### src/rtl/uart_tx_engine_if.sv
// Host-side handshake and format controls for the UART transmit engine.
// The engine connects through the slave modport, the host through master.
interface uart_tx_engine_if;
    logic        i_load;
    logic [7:0]  i_tx_din;
    logic        i_eight;
    logic        i_pen;
    logic        i_ohel;
    logic [18:0] i_rate;
    logic        o_tx;
    logic        o_txrdy;
    logic        o_busy;

    modport master (
        output i_load, i_tx_din, i_eight, i_pen, i_ohel, i_rate,
        input  o_tx, o_txrdy, o_busy
    );

    modport slave (
        input  i_load, i_tx_din, i_eight, i_pen, i_ohel, i_rate,
        output o_tx, o_txrdy, o_busy
    );
endinterface

### src/rtl/uart_tx_engine.sv
// UART transmit engine: a single-entry holding register feeds an 11-bit frame shifter.
// Format and bit period are latched at each transfer and stay fixed for the whole frame.
module uart_tx_engine (
    input  logic              i_clk,
    input  logic              i_rst_n,
    uart_tx_engine_if.slave   bus
);

    typedef enum logic [0:0] {StIdle, StShift} state_e;

    state_e      state_q, state_d;
    logic [7:0]  hold_q, hold_d;
    logic        full_q, full_d;
    logic [10:0] shift_q, shift_d;
    logic [18:0] baud_q, baud_d;
    logic [18:0] term_q, term_d;
    logic [3:0]  bit_q, bit_d;

    logic [10:0] frame;
    logic [7:0]  data_used;
    logic        parity;
    logic        load_acc;
    logic        start;

    // Frame image built from the held byte and the live format inputs at transfer time.
    always_comb begin
        data_used = bus.i_eight ? hold_q : {1'b0, hold_q[6:0]};
        parity    = (^data_used) ^ bus.i_ohel;
        frame     = '1;
        frame[0]  = 1'b0;
        if (bus.i_eight) begin
            frame[8:1] = hold_q;
            if (bus.i_pen) frame[9] = parity;
        end else begin
            frame[7:1] = hold_q[6:0];
            if (bus.i_pen) frame[8] = parity;
        end
    end

    assign load_acc = bus.i_load & ~full_q;

    always_comb begin
        state_d = state_q;
        hold_d  = hold_q;
        full_d  = full_q;
        shift_d = shift_q;
        baud_d  = baud_q;
        term_d  = term_q;
        bit_d   = bit_q;
        start   = 1'b0;

        unique case (state_q)
            StIdle: begin
                if (full_q) start = 1'b1;
            end
            StShift: begin
                if (baud_q == term_q) begin
                    baud_d = '0;
                    if (bit_q == 4'd10) begin
                        if (full_q) start = 1'b1;
                        else        state_d = StIdle;
                    end else begin
                        shift_d = {1'b1, shift_q[10:1]};
                        bit_d   = bit_q + 4'd1;
                    end
                end else begin
                    baud_d = baud_q + 19'd1;
                end
            end
            default: state_d = StIdle;
        endcase

        if (start) begin
            state_d = StShift;
            shift_d = frame;
            baud_d  = '0;
            bit_d   = '0;
            term_d  = (bus.i_rate == 19'd0) ? 19'd0 : bus.i_rate - 19'd1;
            full_d  = 1'b0;
        end

        // A load can never coincide with a transfer: transfer needs full, load needs empty.
        if (load_acc) begin
            hold_d = bus.i_tx_din;
            full_d = 1'b1;
        end
    end

    always_ff @(posedge i_clk or negedge i_rst_n) begin
        if (!i_rst_n) begin
            state_q <= StIdle;
            hold_q  <= '0;
            full_q  <= 1'b0;
            shift_q <= '1;
            baud_q  <= '0;
            term_q  <= '0;
            bit_q   <= '0;
        end else begin
            state_q <= state_d;
            hold_q  <= hold_d;
            full_q  <= full_d;
            shift_q <= shift_d;
            baud_q  <= baud_d;
            term_q  <= term_d;
            bit_q   <= bit_d;
        end
    end

    assign bus.o_tx    = (state_q == StShift) ? shift_q[0] : 1'b1;
    assign bus.o_busy  = (state_q == StShift);
    assign bus.o_txrdy = ~full_q;

endmodule

### src/flat_wrapper.sv
// flat-port wrapper written by rule: the top's interface ports become plain ports
module uart_tx_engine_flat 
  (i_clk, i_rst_n, bus_i_load, bus_i_tx_din, bus_i_eight, bus_i_pen, bus_i_ohel, bus_i_rate, bus_o_tx, bus_o_txrdy, bus_o_busy);
  uart_tx_engine_if bus_i ();
  input  logic i_clk;
  input  logic i_rst_n;
  input wire logic [$bits(bus_i.i_load)-1:0] bus_i_load;
  input wire logic [$bits(bus_i.i_tx_din)-1:0] bus_i_tx_din;
  input wire logic [$bits(bus_i.i_eight)-1:0] bus_i_eight;
  input wire logic [$bits(bus_i.i_pen)-1:0] bus_i_pen;
  input wire logic [$bits(bus_i.i_ohel)-1:0] bus_i_ohel;
  input wire logic [$bits(bus_i.i_rate)-1:0] bus_i_rate;
  output wire logic [$bits(bus_i.o_tx)-1:0] bus_o_tx;
  output wire logic [$bits(bus_i.o_txrdy)-1:0] bus_o_txrdy;
  output wire logic [$bits(bus_i.o_busy)-1:0] bus_o_busy;
  assign bus_i.i_load = bus_i_load;
  assign bus_i.i_tx_din = bus_i_tx_din;
  assign bus_i.i_eight = bus_i_eight;
  assign bus_i.i_pen = bus_i_pen;
  assign bus_i.i_ohel = bus_i_ohel;
  assign bus_i.i_rate = bus_i_rate;
  assign bus_o_tx = bus_i.o_tx;
  assign bus_o_txrdy = bus_i.o_txrdy;
  assign bus_o_busy = bus_i.o_busy;
  uart_tx_engine u_core (.i_clk(i_clk), .i_rst_n(i_rst_n), .bus(bus_i));
endmodule
### config.mk
export PLATFORM = sky130hd
export DESIGN_NAME = uart_tx_engine_flat
export DESIGN_NICKNAME = d
export VERILOG_FILES = /design/src/rtl/uart_tx_engine_if.sv /design/src/rtl/uart_tx_engine.sv /design/src/flat_wrapper.sv
export SDC_FILE = /design/constraint.sdc
export NUM_CORES = 1
export LEC_CHECK = 0
export BUFFER_PORTS_ARGS = -buffer_cell sky130_fd_sc_hd__buf_2
export CORE_MARGIN = 5
export CORE_UTILIZATION = 35
export DETAILED_ROUTE_END_ITERATION = 8
export PLACE_DENSITY = 0.64
export RECOVER_POWER = 25
export SKIP_CTS_REPAIR_TIMING = 1
export SYNTH_ARGS = -nofsm -noshare
export SYNTH_HDL_FRONTEND = slang
export SYNTH_SLANG_ARGS = --single-unit
export TNS_END_PERCENT = 100
### constraint.sdc
create_clock -name i_clk -period 2.67 [get_ports i_clk]
set_clock_uncertainty 0.15 [all_clocks]
set_input_delay 0.1335 -clock i_clk [delete_from_list [all_inputs] [get_ports i_clk]]
set_output_delay 0.1335 -clock i_clk [all_outputs]
set_load 0.02 [all_outputs]
==> results.yml, run 1 <==
synth:
  synth_seq_area_share_pct: 45.03
  async_flop_share_pct: 100.0
  synth_nets: 399
  synth_seq_cells: 62
  synth_area_um2: 3473
  synth_edf_count: 0
  synth.distinct_cells: 45
  yosys_warnings: 0
  avgSynthCellArea_um2: 9.595
  yosys_most_used_dff: "dfrtp_1"
  syn_inst: 362
setup_path:
  path_buf_inv: 3
  worstSetupEndpointType: "register"
  cp-start-kind: "primary input"
  max_stage_delay_ps: 570
  critical_path_class: "in -> reg"
  critPathSlowestCell: "or4_1"
  cp.arrival_ps: 2610
  cp_max_fo: 10
  critical_path.top_delay_family: "simple AND/OR/NAND/NOR gates"
  worstPathRequired_ps: 2740
  path_cells: "dlygate4sd3_1, buf_2, or4_4, or4_1, nor4b_4, or2_1, buf_4, o21ai_0"
timing:
  hold_violations: 5
  fin_crit_sh_pct: 95.34
  timing.hold.ws_ps: -18.78
  max_slew_margin_pct: -1.770
  fmax_mhz: 392.8
  finalSetupTns_ps: 0
  timing.final.ws_setup_ps: 124.4
  final_max_slew_viol_count: 63
  setup-violations-final: 0
  worst_pin_slew_ps: 1527
  min_period_ps: 2546
  rsz0062_at_grt: "no"
global_routing:
  grt.overflow.total: 0
  grt_pass1_vias: 2653
  grt_pass1_wl_um: 12790
  antenna_found_initial: 0
  grt_usage_pct: 13.53
  grt_max_degree: 63
job:
  cap_violations: 1
run_status:
  status: "finished, violations left"
  violations: "hold timing, capacitance limit, slew limit"
die:
  dieArea_um2: 12020
  core-area_um2: 9729
  num_io_pins: 36
  die_h_um: 109.6
  num_rows: 36
  die_w_um: 109.6
  start_util_pct: 35.70
clock_network:
  clock_path_buffers: 2
  clk_pin_slew_ps: 70
  cts_sinks: 62
  cts_tree: "built"
  root_buffer: "clkbuf_8"
  cts-htree-levels: 3
  numCtsBuffers: 9
  worstSkewPairLatency_ps: 340
final_layout:
  layout-drive-gt1-share_pct: 22.38
  post-route-util_pct: 42.91
  areaGrowthSynthToFinish_pct: 20.21
  final_nets: 452
  fill_cells: 982
  diodes: 0
  final_cell_count_no_fill: 553
placed_design:
  port_buffers: 35
  place.gp.congestion: 0.8141
  dp_cells: 517
  dp_hpwl_um: 5554
  place_worst_setup_slack_ps: 177.6
route:
  wl_um: 7913
  dr.pass1.iters: 4
  ant_nets: 0
  drt_iter0_markers: 170
  vias: 2839
  drc: 0
  wire_per_inst_um: 14.31
  via_per_inst: 5.134
pwr:
  p_per_area_nw_per_um2: 607.7
  ir_worst_vdd_uv: 222.3
  cellLeakagePower_nw: 1.722
min_path:
  hp-class: "in -> reg"
[worst register-to-register path: stages, from the launching register on]
cell,delay [ps]
dfrtp_1,470
xnor2_1,180
nand4_1,200
nor4_2,410
a21oi_2,220
or4_1,540
a21boi_0,200
[kinds of logic after synthesis]
family / Yosys count / synth area share (%)
AND/OR/NAND/NOR: 112 / 16.57
AO/OA/AOI/OAI: 84 / 15.13
flip-flops: 62 / 45.03
XOR/XNOR: 43 / 10.84
buffers and inverters: 36 / 4.611
multiplexers: 21 / 6.376
adder cells (fa/ha/maj): 4 / 1.441
[per-stage QoR]
step                hold slack, ps  instance area [um2]  power (mW)
global route                 5.065                 4175       2.676
CTS                         -202.1                 3971       2.539
detailed placement           174.9                 3782       1.735
global placement             165.9                 3782       1.711
floorplan                   -312.1                 3473       1.579
finish                      -18.78                 4175       2.537
[flip-flops by register name, summed over array words and instances (netlist names)]
register           flops
u_core.baud_q         19
u_core.term_q         19
u_core.shift_q        10
u_core.hold_q          8
u_core.bit_q           4
u_core.bus.o_busy      1
u_core.full_q          1
[cell type report]
cell class / count / area [um2] / area share (%)
clock inverters: 7 / 65.06 / 1.558
repair buffers: 63 / 432.9 / 10.37
clock buffers: 9 / 123.9 / 2.967
well taps: 133 / 166.4 / 3.986
inverters: 15 / 56.30 / 1.349
multi-input cells: 264 / 1767 / 42.31
flip-flops and latches: 62 / 1564 / 37.46
[cell usage after synthesis (all sizes together), types with 4 or more instances]
cell | n | share of area (%)
a21oi | 19 | 2.7
mux2 | 9 | 2.9
mux2i | 12 | 3.5
or4 | 5 | 1.2
dfrtp | 52 | 37
nor4 | 4 | 0.72
o22ai | 8 | 1.4
nor3 | 7 | 1.0
clkbuf | 18 | 1.9
xor2 | 8 | 2.0
nand3 | 16 | 2.3
xnor2 | 35 | 8.8
nand2 | 35 | 3.8
o21ai | 39 | 6.7
dfstp | 10 | 7.6
inv | 15 | 1.6
and3 | 8 | 1.4
ha | 4 | 1.4
nand4 | 10 | 1.8
nor2 | 16 | 1.7
[path summary, 6_finish.rpt]
| path | slack, ps | end | startpoint | cells past startpoint |
|---|---|---|---|---|
| setup reg to reg | 210 | u_core.bit_q[3]$_DFFE_PN0P_ | u_core.baud_q[6]$_DFFE_PN0P_ | 6 |
| min in group asynchronous | 620 | u_core.bit_q[0]$_DFFE_PN0P_ | i_rst_n | 3 |
| hold / removal | -20 | u_core.term_q[2]$_DFFE_PN0P_ | bus_i_rate[2] | 3 |
| setup / recovery | 120 | u_core.term_q[4]$_DFFE_PN0P_ | bus_i_rate[8] | 8 |
| hold reg to reg | 310 | u_core.shift_q[0]$_DFFE_PN1P_ | u_core.shift_q[1]$_DFFE_PN1P_ | 2 |
| max in group asynchronous | 810 | u_core.hold_q[5]$_DFFE_PN0P_ | i_rst_n | 3 |
[cells in the final DEF, fill, tap and decap left out, types with 9 or more instances in the layout]
master,count
nor2_1,16
o21ai_2,10
xnor2_1,35
nand4_1,10
mux2_2,9
dfstp_2,10
o21ai_0,29
nand3_1,16
dlygate4sd3_1,20
clkbuf_8,9
buf_2,35
inv_1,15
mux2i_1,12
dfrtp_1,52
a21oi_1,18
nand2_1,35
[routing by layer]
| metal | track usage, % | vias up | routed length, um |
|---|---|---|---|
| met3 | 2.642 | 13 | 297 |
| met4 | 5.610 | 0 | 167 |
| li1 | - | 1395 | - |
| met5 | 0 | - | 0 |
| met1 | 18.78 | 1362 | 3750 |
| met2 | 20.62 | 69 | 3698 |
[report_power, final]
group	internal [mW]	total, mW	switching, mW
Clock	0.424	0.795	0.372
Sequential	1.08	1.23	0.152
Combinational	0.283	0.511	0.228
Power figures use the tool's default switching activity.
==> run 2, diff against run 1 <==
--- a/config.mk
+++ b/config.mk
@@ -5,6 +5,7 @@
 export SDC_FILE = /design/constraint.sdc
 export NUM_CORES = 1
 export LEC_CHECK = 0
+export ABC_AREA = 1
 export BUFFER_PORTS_ARGS = -buffer_cell sky130_fd_sc_hd__buf_2
 export CORE_MARGIN = 5
 export CORE_UTILIZATION = 35
==> results.yml, run 2 <==
run_status:
  status: "finished, violations left"
  violations: "hold timing, capacitance limit, slew limit"
setup_path:
  worstSetupEndpointType: "register"
  r2r.worst_path.cells: 10
  critical_path_class: "reg -> reg"
  worstPathRequired_ps: 2730
  path_depth: 10
  r2r_end: "u_core.term_q[15]$_DFFE_PN0P_"
  r2r_slack_ps: 480
  path_cells: "inv_1, nand2_1, a21oi_1, nand2_1, nor2_1, nand3_2, nand2_4, nand2_1, nand2_1, o21ai_1"
  max_stage_delay_ps: 450
  path_buf_inv: 1
  critical_path.top_delay_family: "simple AND/OR/NAND/NOR gates"
  regToRegStartpoint: "u_core.baud_q[10]$_DFFE_PN0P_"
  cp_max_fo: 16
  cp.arrival_ps: 2260
  critPathSlowestCell: "dfrtp_1"
  crit_top_cell: "nand2_1"
  cp-start-kind: "register"
synth:
  yosysMostFrequentCell: "nand2_1"
  synthAdderAreaFrac_pct: 1.346
  synth_seq_cells: 62
  synthXorXnorAreaFrac_pct: 8.244
  synth_top_family_by_area: "simple AND/OR/NAND/NOR gates"
  ys_top_cells_by_area: "dfrtp_1 35%, nand2_1 16%, dfstp_2 7.1%"
  async_flop_share_pct: 100.0
  syn_inst: 515
  synth_edf_count: 0
  synth_area_um2: 3719
  avgSynthCellArea_um2: 7.221
  yosys.area_share.simple_pct: 32.81
  synth_area_leader_cell: "dfrtp_1"
  synth_seq_area_share_pct: 42.06
  yosys_most_used_dff: "dfrtp_1"
  synthMuxAreaShare_pct: 0.3028
  synth_nets: 552
  synth-compound-area-share_pct: 7.100
  yosys_warnings: 0
  synth_top_area_share_pct: 34.99
  synth.distinct_cells: 30
  netlist_top_cells_count: "156 x nand2_1, 67 x nor2_1, 58 x inv_1"
pwr:
  ir_worst_vdd_uv: 376.9
  power_mw: 2.359
  cellLeakagePower_nw: 2.134
  p_per_area_nw_per_um2: 540.2
final_layout:
  multiInputGateArea_um2: 1852
  fill_cells: 1042
  layout-drive-gt1-share_pct: 14.36
  areaGrowthSynthToFinish_pct: 17.43
  final_cell_area_um2: 4367
  post-route-util_pct: 42.30
  diodes: 0
  final_cell_mix: "156 x nand2_1, 67 x nor2_1, 58 x inv_1"
  top_regs: "u_core.baud_q (19), u_core.term_q (19), u_core.shift_q (10)"
  regArea_um2: 1564
  final_common_cell: "nand2_1"
  final_nets: 603
timing:
  worst_pin_slew_ps: 1505
  finalSetupTns_ps: 0
  min_period_ps: 2195
  final_max_slew_viol_count: 62
  timing.hold.ws_ps: -10.31
  hold_violations: 1
  setup-violations-final: 0
  rsz0062_at_grt: "no"
  fmax_mhz: 455.6
  max_slew_margin_pct: -0.3038
  fin_crit_sh_pct: 82.20
global_routing:
  grt_pass1_wl_um: 14350
  antenna_found_initial: 0
  grt_usage_pct: 13.75
  grt_pass1_vias: 3130
  grt.overflow.total: 0
  grt_max_degree: 63
clock_network:
  cts-htree-levels: 3
  cts_tree: "built"
  clk_pin_slew_ps: 80
  numCtsBuffers: 9
  clock_path_buffers: 2
  cts_sinks: 62
  worstSkewPairLatency_ps: 350
  root_buffer: "clkbuf_8"
min_path:
  min-delay-start: "bus_i_rate[3]"
  hold_path_depth: 4
  hp-class: "in -> reg"
  hold_end: "u_core.term_q[3]$_DFFE_PN0P_"
die:
  num_io_pins: 36
  num_rows: 37
  die_h_um: 113.1
  start_util_pct: 36.02
  dieArea_um2: 12790
  die_w_um: 113.1
  core-area_um2: 10320
job:
  cap_violations: 1
route:
  ant_nets: 0
  vias: 3288
  via_per_inst: 4.651
  drt_iter0_markers: 186
  dr.pass1.iters: 4
  wire_per_inst_um: 11.89
  wl_um: 8403
  drc: 0
placed_design:
  placed_area_um2: 4016
  dp_hpwl_um: 6182
  port_buffers: 35
  place.gp.congestion: 0.9094
-- run 2: cell types whose count changed after synthesis, sizes merged, moves of 5 or more --
cell	before	now
nand2	35	158
nor2	16	75
inv	15	61
nand3	16	40
xnor2	35	14
clkbuf	18	4
xor2	8	21
mux2i	12	0
o21ai	39	28
and3	8	0
mux2	9	1
a21oi	19	12
or4	5	0
-- run 2: kinds of logic (layout without fill, tap and decap cells) --
kind of cell / after synthesis / in the layout
AND/OR/NAND/NOR: 290 / 290
multiplexers: 1 / 1
buffers and inverters: 73 / 129
adder cells (fa/ha/maj): 4 / 4
XOR/XNOR: 35 / 35
flip-flops: 62 / 62
AO/OA/AOI/OAI: 50 / 50
-- run 2: cell type report --
class                           instances  area share (%)
Inverter                               62           5.330
Clock inverter                          6           1.948
Multi-Input combinational cell        380           42.41
Sequential cell                        62           35.82
Tap cell                              136           3.897
Timing Repair Buffer                   51           7.450
Clock buffer                           10           3.152
-- run 2: stage by stage --
step,setup slack [ps],std cells
after floorplan,858.3,515
after global placement,529.5,678
after CTS,463.0,694
after detailed placement,505.8,678
final,475.3,707
after global routing,273.9,707
-- run 2: worst min-delay path, cell delays in order --
cell	delay, ps
buf_2	110
xnor2_1	70
nand3_1	80
nand2_1	50
-- run 2: worst max path at each step --
stage                                          to  slack, ps                           from
floorplan             u_core.bit_q[1]$_DFFE_PN0P_        860    u_core.bit_q[0]$_DFFE_PN0P_
global placement    u_core.term_q[15]$_DFFE_PN0P_        530  u_core.baud_q[10]$_DFFE_PN0P_
detailed placement  u_core.term_q[15]$_DFFE_PN0P_        510  u_core.baud_q[10]$_DFFE_PN0P_
CTS                 u_core.term_q[15]$_DFFE_PN0P_        460  u_core.baud_q[10]$_DFFE_PN0P_
global route        u_core.term_q[15]$_DFFE_PN0P_        270  u_core.baud_q[10]$_DFFE_PN0P_
finish              u_core.term_q[15]$_DFFE_PN0P_        480  u_core.baud_q[10]$_DFFE_PN0P_
-- run 2: report_power, final --
group | switching (mW) | internal, mW
clock | 0.377 | 0.547
combinational | 0.217 | 0.154
sequential | 0.0541 | 1.01
total | 0.649 | 1.71
-- run 2: routing by layer --
| layer | GRT usage (%) | vias to the layer above | share of wire (%) |
|---|---|---|---|
| met1 | 19.33 | 1491 | 50 |
| met3 | 2.460 | 7 | 3.4 |
| met2 | 21.17 | 69 | 46 |
| li1 | - | 1721 | - |
| met5 | 0 | - | 0 |
| met4 | 5.048 | 0 | 1.1 |
==> run 3, diff against run 2 <==
==> constraint.sdc (replaced) <==
create_clock -name i_clk -period 2.2 [get_ports i_clk]
set_clock_uncertainty 0.15 [all_clocks]
set_input_delay 0.11 -clock i_clk [delete_from_list [all_inputs] [get_ports i_clk]]
set_output_delay 0.11 -clock i_clk [all_outputs]
set_load 0.02 [all_outputs]
==> results.yml, run 3 (same netlist as run 2, synthesis figures left out) <==
run_status:
  status: "finished, violations left"
  violations: "hold timing, capacitance limit, slew limit"
die:
  dieArea_um2: 12790
  die_w_um: 113.1
  die_h_um: 113.1
  num_io_pins: 36
  start_util_pct: 36.02
  core-area_um2: 10320
  num_rows: 37
timing:
  min_period_ps: 2019
  final_max_slew_viol_count: 26
  timing.hold.ws_ps: -24.29
  fmax_mhz: 495.3
  fin_crit_sh_pct: 91.78
  max_slew_margin_pct: -2.193
  setup-violations-final: 0
  worst_pin_slew_ps: 1533
  rsz0062_at_grt: "no"
  finalSetupTns_ps: 0
  hold_violations: 4
setup_path:
  cp-start-kind: "register"
  cp.arrival_ps: 2080
  cp_max_fo: 16
  critical_path_class: "reg -> reg"
  worstSetupEndpointType: "register"
  worstPathRequired_ps: 2260
route:
  vias: 3338
  ant_nets: 0
  wl_um: 8589
  drc: 0
  dr.pass1.iters: 4
  drt_iter0_markers: 118
  wire_per_inst_um: 12.01
  via_per_inst: 4.669
min_path:
  hp-class: "in -> reg"
placed_design:
  port_buffers: 35
  dp_hpwl_um: 6452
  placed_area_um2: 4094
  place.gp.congestion: 0.9363
final_layout:
  final_nets: 611
  final_cell_mix: "155 x nand2_1, 67 x nor2_1, 58 x inv_1"
  final_common_cell: "nand2_1"
  layout-drive-gt1-share_pct: 15.37
  diodes: 0
  top_regs: "u_core.baud_q (19), u_core.term_q (19), u_core.shift_q (10)"
  final_cell_area_um2: 4454
  fill_cells: 1039
  areaGrowthSynthToFinish_pct: 19.78
clock_network:
  worstSkewPairLatency_ps: 350
  numCtsBuffers: 9
  clock_path_buffers: 2
  cts_tree: "built"
  cts_sinks: 62
  cts-htree-levels: 3
  clk_pin_slew_ps: 70
  root_buffer: "clkbuf_8"
global_routing:
  grt.overflow.total: 0
  grt_pass1_wl_um: 14710
  grt_pass1_vias: 3101
  antenna_found_initial: 0
  grt_usage_pct: 14.12
  grt_max_degree: 40
job:
  cap_violations: 1
pwr:
  ir_worst_vdd_uv: 294.5
  cellLeakagePower_nw: 2.188
  p_per_area_nw_per_um2: 635.9
## run 3: changes by cell type in the layout (fill, tap and decap cells not counted), moves of 2 or more
cell	delta
clkinvlp_4	-2
buf_4	+6
buf_12	+2
clkbuf_8	+3
## run 3: per-layer routing
layer,vias up,part of all wire [%],GRT usage [%],routed length (um)
met3,11,3.0,2.353,255
met5,-,0,0,0
met1,1540,49,19.57,4198
met4,0,1.6,5.449,140
met2,52,47,22.08,3995
li1,1735,-,-,-
## run 3: worst paths after layout
kind                                                     from                       endpoint  slack (ps)  cells after the start
max in group asynchronous                             i_rst_n  u_core.shift_q[3]$_DFFE_PN1P_         460                      3
worst min register to register  u_core.shift_q[0]$_DFFE_PN1P_  u_core.shift_q[0]$_DFFE_PN1P_         310                      2
worst max-delay path            u_core.baud_q[10]$_DFFE_PN0P_  u_core.baud_q[14]$_DFFE_PN0P_         180                     10
min in group asynchronous                             i_rst_n   u_core.baud_q[7]$_DFFE_PN0P_         530                      2
worst min-delay path                            bus_i_rate[7]   u_core.term_q[7]$_DFFE_PN0P_         -20                      4
worst max register to register  u_core.baud_q[10]$_DFFE_PN0P_  u_core.baud_q[14]$_DFFE_PN0P_         180                     10
## run 3: worst max-delay path: stages, from the launching register on
cell,delay (ps)
dfrtp_1,430
inv_1,110
nand2_1,60
a21oi_1,140
nand2_1,60
nor2_1,170
nand3_2,130
nand2_4,210
inv_1,200
nand3_1,130
o21ai_0,90
## run 3: where the power goes
part,switching (mW),internal (mW)
clock,0.440,0.643
sequential,0.0678,1.23
combinational,0.263,0.193
## run 3: cell type report
cell class              instances  area (um2)  area share [%]
clock inverters                 3       40.04          0.8989
clock buffers                  13       178.9           4.017
flip-flops and latches         62        1564           35.11
repair buffers                 59       414.1           9.298
inverters                      62       232.7           5.225
multi-input cells             380        1854           41.63
well taps                     136       170.2           3.820
## run 3: stage by stage
step	setup WS [ps]	total power [mW]	instances	utilization (%)
floorplan	388.3	1.606	515	-
global placement	224.0	1.738	685	39.66
detailed placement	150.1	1.754	685	39.66
CTS	137.0	2.842	701	41.78
global route	17.34	2.995	715	43.15
finish	180.9	2.832	715	43.15
